**config.mk**
```make
export PLATFORM = sky130hd
export DESIGN_NAME = uart_tx_fifo
export DESIGN_NICKNAME = d
export VERILOG_FILES = /design/src/rtl/uart_tx_fifo.sv
export SDC_FILE = /design/constraint.sdc
export NUM_CORES = 1
export LEC_CHECK = 0
export BUFFER_PORTS_ARGS = -buffer_cell sky130_fd_sc_hd__buf_2
export CAP_MARGIN = 25
export CELL_PAD_IN_SITES_DETAIL_PLACEMENT = 1
export CELL_PAD_IN_SITES_GLOBAL_PLACEMENT = 1
export CORE_ASPECT_RATIO = 0.75
export CORE_MARGIN = 8
export CORE_UTILIZATION = 55
export DETAILED_ROUTE_END_ITERATION = 6
export PLACE_DENSITY = 0.83
export SLEW_MARGIN = 20
export SYNTH_ARGS = -nofsm -noshare
export SYNTH_HDL_FRONTEND = slang
export SYNTH_SLANG_ARGS = --single-unit
```
**constraint.sdc**
```tcl
create_clock -name clk -period 6.7 [get_ports clk]
set_input_delay 0.67 -clock clk [delete_from_list [all_inputs] [get_ports clk]]
set_output_delay 0.67 -clock clk [all_outputs]
set_load 0.005 [all_outputs]
```
**src/rtl/uart_tx_fifo.sv**
```systemverilog
// Byte FIFO feeding a uart transmitter: buffers pushed bytes and issues one transmit pulse per
// byte, pacing each pulse on the uart's busy flag with a bounded wait for it to rise.
module uart_tx_fifo #(
   parameter int unsigned ADDR_W      = 4,
   parameter int unsigned ARM_TIMEOUT = 7
) (
   input  logic              clk,
   input  logic              rst,
   input  logic              in_valid,
   input  logic [7:0]        in_byte,
   input  logic              tx_busy,
   output logic              transmit,
   output logic [7:0]        tx_byte,
   output logic              full,
   output logic              empty,
   output logic [ADDR_W:0]   level,
   output logic              overflow
);

   localparam int unsigned Depth = 2 ** ADDR_W;
   localparam int unsigned CntW  = $clog2(ARM_TIMEOUT + 1);

   typedef enum logic [1:0] {
      StIdle,
      StArm,
      StBusy
   } state_e;

   state_e              state_q, state_d;
   logic [CntW-1:0]     cnt_q, cnt_d;
   logic [7:0]          mem_q [Depth];
   logic [ADDR_W-1:0]   wptr_q, rptr_q;
   logic [ADDR_W:0]     level_q;
   logic                ovf_q;
   logic                transmit_q;
   logic [7:0]          tx_byte_q;
   logic                push, pop;

   assign full     = (level_q == (ADDR_W + 1)'(Depth));
   assign empty    = (level_q == '0);
   assign level    = level_q;
   assign overflow = ovf_q;
   assign transmit = transmit_q;
   assign tx_byte  = tx_byte_q;

   // full is judged before the edge, so a push into a full FIFO is lost even if a pop coincides.
   assign push = in_valid && !full;

   always_comb begin
      state_d = state_q;
      cnt_d   = cnt_q;
      pop     = 1'b0;
      case (state_q)
         StIdle: begin
            if (!empty && !tx_busy) begin
               pop     = 1'b1;
               cnt_d   = '0;
               state_d = StArm;
            end
         end
         StArm: begin
            if (tx_busy) begin
               state_d = StBusy;
            end else begin
               cnt_d = cnt_q + 1'b1;
               // uart never acknowledged: count the byte as sent rather than stall forever
               if (cnt_d == CntW'(ARM_TIMEOUT)) begin
                  state_d = StIdle;
               end
            end
         end
         StBusy: begin
            if (!tx_busy) begin
               state_d = StIdle;
            end
         end
         default: state_d = StIdle;
      endcase
   end

   always_ff @(posedge clk) begin
      if (rst) begin
         state_q    <= StIdle;
         cnt_q      <= '0;
         wptr_q     <= '0;
         rptr_q     <= '0;
         level_q    <= '0;
         ovf_q      <= 1'b0;
         transmit_q <= 1'b0;
         tx_byte_q  <= 8'h00;
      end else begin
         state_q    <= state_d;
         cnt_q      <= cnt_d;
         transmit_q <= pop;
         if (pop) begin
            tx_byte_q <= mem_q[rptr_q];
            rptr_q    <= rptr_q + 1'b1;
         end
         if (push) begin
            wptr_q <= wptr_q + 1'b1;
         end
         if (in_valid && full) begin
            ovf_q <= 1'b1;
         end
         if (push && !pop) begin
            level_q <= level_q + 1'b1;
         end else if (!push && pop) begin
            level_q <= level_q - 1'b1;
         end
      end
   end

   // Storage needs no reset; the pointers and level define what is valid.
   always_ff @(posedge clk) begin
      if (push) begin
         mem_q[wptr_q] <= in_byte;
      end
   end

endmodule

```
# Yosys cells after proc, flatten, opt, wreduce, memory -nomap -nowiden
# Memories as Yosys holds them, arrays and structs flattened. A register that Yosys moved wholly into a read port is not among the register bits.
# Index checks and enable logic that the tools add are counted.
# classes
n_addsub	5
eq_ne	8
mux	14
reduce_logical	16
# ops
op	n
$mux W5	2
$add A4 B1 Y4 const B	2
$mux W2	4
$mux W3	2
$ne A2 B2 Y1 const B	3
$pmux W2 S3	1
$pmux W3 S2	1
$reduce_and A3 Y1	2
$add A5 B1 Y5 const B	1
$eq A5 B5 Y1 const B	1
$logic_and A1 B1 Y1	5
$logic_not A1 Y1	5
$logic_not A5 Y1	1
$sub A5 B1 Y5 const B	1
$mux W1	4
$reduce_bool A2 Y1	2
$add A3 B1 Y3 const B	1
$eq A3 B3 Y1 const B	1
$ne A3 B3 Y1 const B	1
$eq A2 B1 Y1 const B	1
$eq A2 B2 Y1 const B	1
$logic_not A2 Y1	1
# totals
register_bits	20
ramBits	128
inputBits	12
wordCells	51
memories	1
# mem_list
memory	words	width	read_ports	rd_clocked_by_memory_dff	wr	line_no	text
mem_q	16	8	1	1	1	31	logic [7:0] mem_q [Depth];

# Logic depth before layout (Yosys ltp)
# depth
ltp_word	8
depth_mapped	12
mapped_depth_nobuf	11

# Worst setup path after synthesis
# OpenSTA, ideal clock, no wires.
# synth_timing
path_kind	input to register
start	in tx_busy
end	reg level_q[4], in the netlist level[4]
setup_ns	0.121
arrival_ns	2.753
path_slack_ns	3.827
stages	10
path_buffers	1
cell_sequence	a2111oi_4 -> inv_2 -> buf_6 -> ha_1 -> inv_1 -> ha_1 -> a21o_1 -> a21oi_1 -> mux2i_1 -> mux2_2
# synth_between
elab_chain_len	7
elab_cells_between_ends	9
cone_classes	mux (3); reduce/logical (6)
# synth_rtl
element	line_no	text
start: declaration	11	input logic tx_busy,
$logic_not A1 Y1 *	n/a	
$logic_and A1 B1 Y1 *	55	if (!empty && !tx_busy) begin
$mux W1 *	55	
$mux W1 *	53	case (state_q)
$logic_not A1 Y1	105	if (push && !pop) begin
$logic_and A1 B1 Y1	105	
$mux W5 or $reduce_bool A2 Y1 (tied branches)	n/a	
end signal: assignment	106	level_q <= level_q + 1'b1;
end signal: assignment	108	level_q <= level_q - 1'b1;
end: declaration	33	logic [ADDR_W:0] level_q;
# Every way passes the cells marked *; elsewhere a longest branch is shown, timed or not.
# A chain may end at the register's enable or synchronous reset.

# Final worst setup path
# layout_timing
start	reg level_q[1], in the netlist level[1]
end	reg level_q[4], in the netlist level[4]
# layout_between
elab_chain_len	8
elab_cells_between_ends	17
cone_classes	add/sub (2); eq/ne (1); mux (4); reduce/logical (10)
# layout_rtl
element	line_no	text
$logic_not A5 Y1	40	assign empty = (level_q == '0);
$logic_not A1 Y1	55	
$logic_and A1 B1 Y1	55	
$mux W1	55	
$mux W1	53	
$logic_not A1 Y1	105	
$logic_and A1 B1 Y1	105	
$mux W5 or $reduce_bool A2 Y1 (tied branches)	n/a	
# Parallel ways exist; a longest one is shown, timed or not. The select of a mux whose other input is x is not followed.

==> reports/qor.yml <==
logic_synthesis:
  syn_nets: 448
  synth.distinct_cells: 40
  ys_seq_area_frac: 0.6968
  synthArstFlopShare: 0
  synth-edff-count: 128
  ys_ff_latch: 156
  ys.warnings.count: 0
  syn_area_per_cell_sq_um: 14.94
  syn_area_sq_um: 6321
  synth_top_cell_area_share: 0.6081
  ys.flop_type: "edfxtp_1"
  syn_inst: 423
  synth_top_cell_by_area: "edfxtp_1"
  synth.area.top_cells: "edfxtp_1 61%, dfxtp_1 8.9%, mux2i_1 7.3%"
sta:
  min_period_ns: 3.590
  hold_viol: 0
  finalSetupTns_ns: 0
  slew_headroom: 0.2579
  worst_slew_pin_slew_ns: 1.085
  drv_slew: 0
  holdWs_ns: 0.4843
  grt_setup_unrepaired: "no"
  post-route-period-util: 0.5358
  max_clock_freq_mhz: 278.6
  skew_ns: 0.008141
  setup_viol_count_final: 0
cts:
  cts_setup_buffers: 0
  htree_levels: 4
  numCtsBuffers: 17
  worstSkewPairLatency_ns: 0.41
  holdBufCountCts: 0
  clockBufferDepth: 2
  clock-root-buffer: "clkbuf_16"
  cts_tree: "yes"
  clock-sinks: 156
  clk_pin_slew_ns: 0.06
  cts_resized: 0
grt:
  grt_pass1_wl_um: 23030
  track_usage: 0.2040
  grt_max_degree: 39
  grt_overflow: 0
  antenna_found_initial: 0
  grt_pass1_vias: 3943
pwr:
  pwr-share-seq: 0.447
  swShare: 0.2929
  p_int_mw: 1.887
  power.density_nw_per_um2: 372.2
  pwr-share-clk: 0.352
  ir_drop_mv: 0.1860
  p_total_mw: 2.668
  power_frac_comb: 0.201
  p_switching_uw: 781.5
  leakagePower_nw: 2.411
placed_design:
  numPlacedInstances: 579
  hpwlAfterDp_um: 9674
  gp_congestion: 0.8037
  io_buffers: 28
detailed_routing:
  first_pass_iters: 4
  via_per_inst: 5.907
  wirelength_um: 14640
  final_antenna_net_count: 0
  wl_per_cell_um: 23.92
  drt_iter0_markers: 255
  drc: 0
  vias: 3615
worst_setup_path:
  r2r-start: "level[1]"
  critPathRequiredTime_ns: 7.00
  path_common_cell: "ha_1"
  reg2reg_slack_ns: 3.11
  r2r_end: "level[4]"
  crit_start: "level[1]"
  critPathKind: "flip-flop to flip-flop"
  cp_num_buf_inv: 2
  slowest_stage: "a2111oi_4"
  worst_path_largest_cell_delay_ns: 0.86
  crit_family: "compound AO/OA/AOI/OAI gates"
  path_max_fanout: 15
  path_cells: "nor4_4, a2111oi_4, inv_2, ha_1, inv_1, ha_1, a21o_1, a21oi_1, mux2i_1, mux2_2"
  reg2regPathDepth: 10
  end_kind: "flip-flop"
  worstPathArrival_ns: 3.89
  start_kind: "flip-flop"
finish:
  layout-drive-gt1-share: 0.1902
  layout.nets: 480
  nFillCells: 1057
  regArea_sq_um: 4408
  fin_cells: 612
  antenna_cells: 0
  multi_input_area_sq_um: 1780
  syn2layout_area_growth_pct: 13.40
hold_path:
  hp-class: "flip-flop to flip-flop"
  hold_path_depth: 2
  min_from: "overflow"
  min_to: "overflow"
flow_run:
  drv_cap: 0
die:
  die_y_um: 108.8
  die_w_um: 139.8
  rows: 34
  dieArea_sq_um: 15210
  io_pins: 29
  initial_utilization: 0.5544
  core_sq_um: 11400
run_status:
  status: "complete, no violations"
==> per-layer routing <==
metal	up-vias	GRT usage	routed length, um
met5	-	0	0
met4	0	0.06100	140
met3	15	0.04418	602
met2	82	0.3400	7289
met1	1856	0.2671	6608
li1	1662	-	-
==> Yosys cell counts, types with 3 or more instances <==
library cell / instances
edfxtp_1: 128
nor2_1: 51
mux2i_1: 46
dfxtp_1: 28
mux2_2: 17
nand2_1: 15
o22ai_1: 14
nor3_1: 13
ha_1: 12
a21oi_1: 11
clkbuf_1: 9
inv_1: 8
xor2_1: 8
a22oi_1: 7
nor4_1: 7
o221ai_1: 7
buf_2: 5
buf_4: 5
and2_1: 3
nand2b_1: 3
xnor2_1: 3
==> cell usage in the layout (no fill, tap or decap), types with 2 or more instances in the layout <==
cell,Yosys,layout
ha_1,12,12
inv_1,8,8
edfxtp_1,128,128
nor3_1,13,12
nor2_1,51,51
mux2i_1,46,46
inv_6,0,3
nand2_1,15,15
buf_4,5,4
o21ai_0,2,2
nand2b_1,3,3
nand3b_1,2,2
mux2_2,17,17
a21oi_1,11,11
mux4_2,2,2
o221ai_1,7,7
a22oi_1,7,7
clkbuf_1,9,2
nor4_1,7,7
inv_4,0,3
nand4_1,2,2
xor2_1,8,8
clkinvlp_4,0,2
and2_1,3,3
dfxtp_1,28,27
clkbuf_16,0,20
xnor2_1,3,3
buf_2,5,29
o22ai_1,14,14
==> worst register-to-register path: stages (launching register included) <==
cell,delay (ns)
dfxtp_1,0.46
nor4_4,0.12
a2111oi_4,0.87
inv_2,0.29
ha_1,0.33
inv_1,0.17
ha_1,0.28
a21o_1,0.20
a21oi_1,0.19
mux2i_1,0.23
mux2_2,0.34
==> through the flow <==
stage	setup WS [ns]	cell area (sq um)	util
after floorplan	3.827	6321	-
after global placement	3.068	6568	0.5761
after detailed placement	2.933	6573	0.5765
after CTS	3.081	7163	0.6283
after global routing	2.840	7168	0.6287
final	3.110	7168	0.6287
==> registers in the layout, indices dropped and copies added (netlist names) <==
signal    flops
cnt_q         3
level         5
mem_q       128
overflow      1
rptr_q        4
state_q       2
transmit      1
tx_byte       8
wptr_q        4
==> power groups by stage <==
stage	sequential (mW)	combinational, mW	clock (mW)
5_1_grt	1.20	0.585	0.988
4_1_cts	1.19	0.536	0.956
2_1_floorplan	1.18	0.351	0
3_5_place_dp	1.21	0.525	0
6_report	1.19	0.536	0.940
3_3_place_gp	1.20	0.488	0
==> worst max-delay path by stage <==
stage                to  slack, ns  depth (start not counted)
6_report       level[4]       3.11                         10
5_1_grt        level[4]       2.84                         10
4_1_cts        level[4]       3.08                         10
3_5_place_dp   level[4]       2.93                         10
3_3_place_gp   level[4]       3.07                         10
2_1_floorplan  level[4]       3.83                         10
==> logic make-up after synthesis <==
group,count (synthesis),synth area share
mux,65,0.1103
compound gates,47,0.05305
xor+xnor,11,0.01524
simple gates,102,0.07541
buf+inv,29,0.02237
flops,156,0.6968
fa+ha+maj,13,0.02692
==> area by class of cell <==
type                            instances  share of cell area
Tap cell                              144             0.02514
Clock inverter                          9            0.009600
Sequential cell                       156              0.6149
Timing Repair Buffer                   33             0.02444
Multi-Input combinational cell        238              0.2484
Clock buffer                           23             0.07279
Inverter                                9            0.004713
No activity file was read; power rests on OpenSTA's default activity.
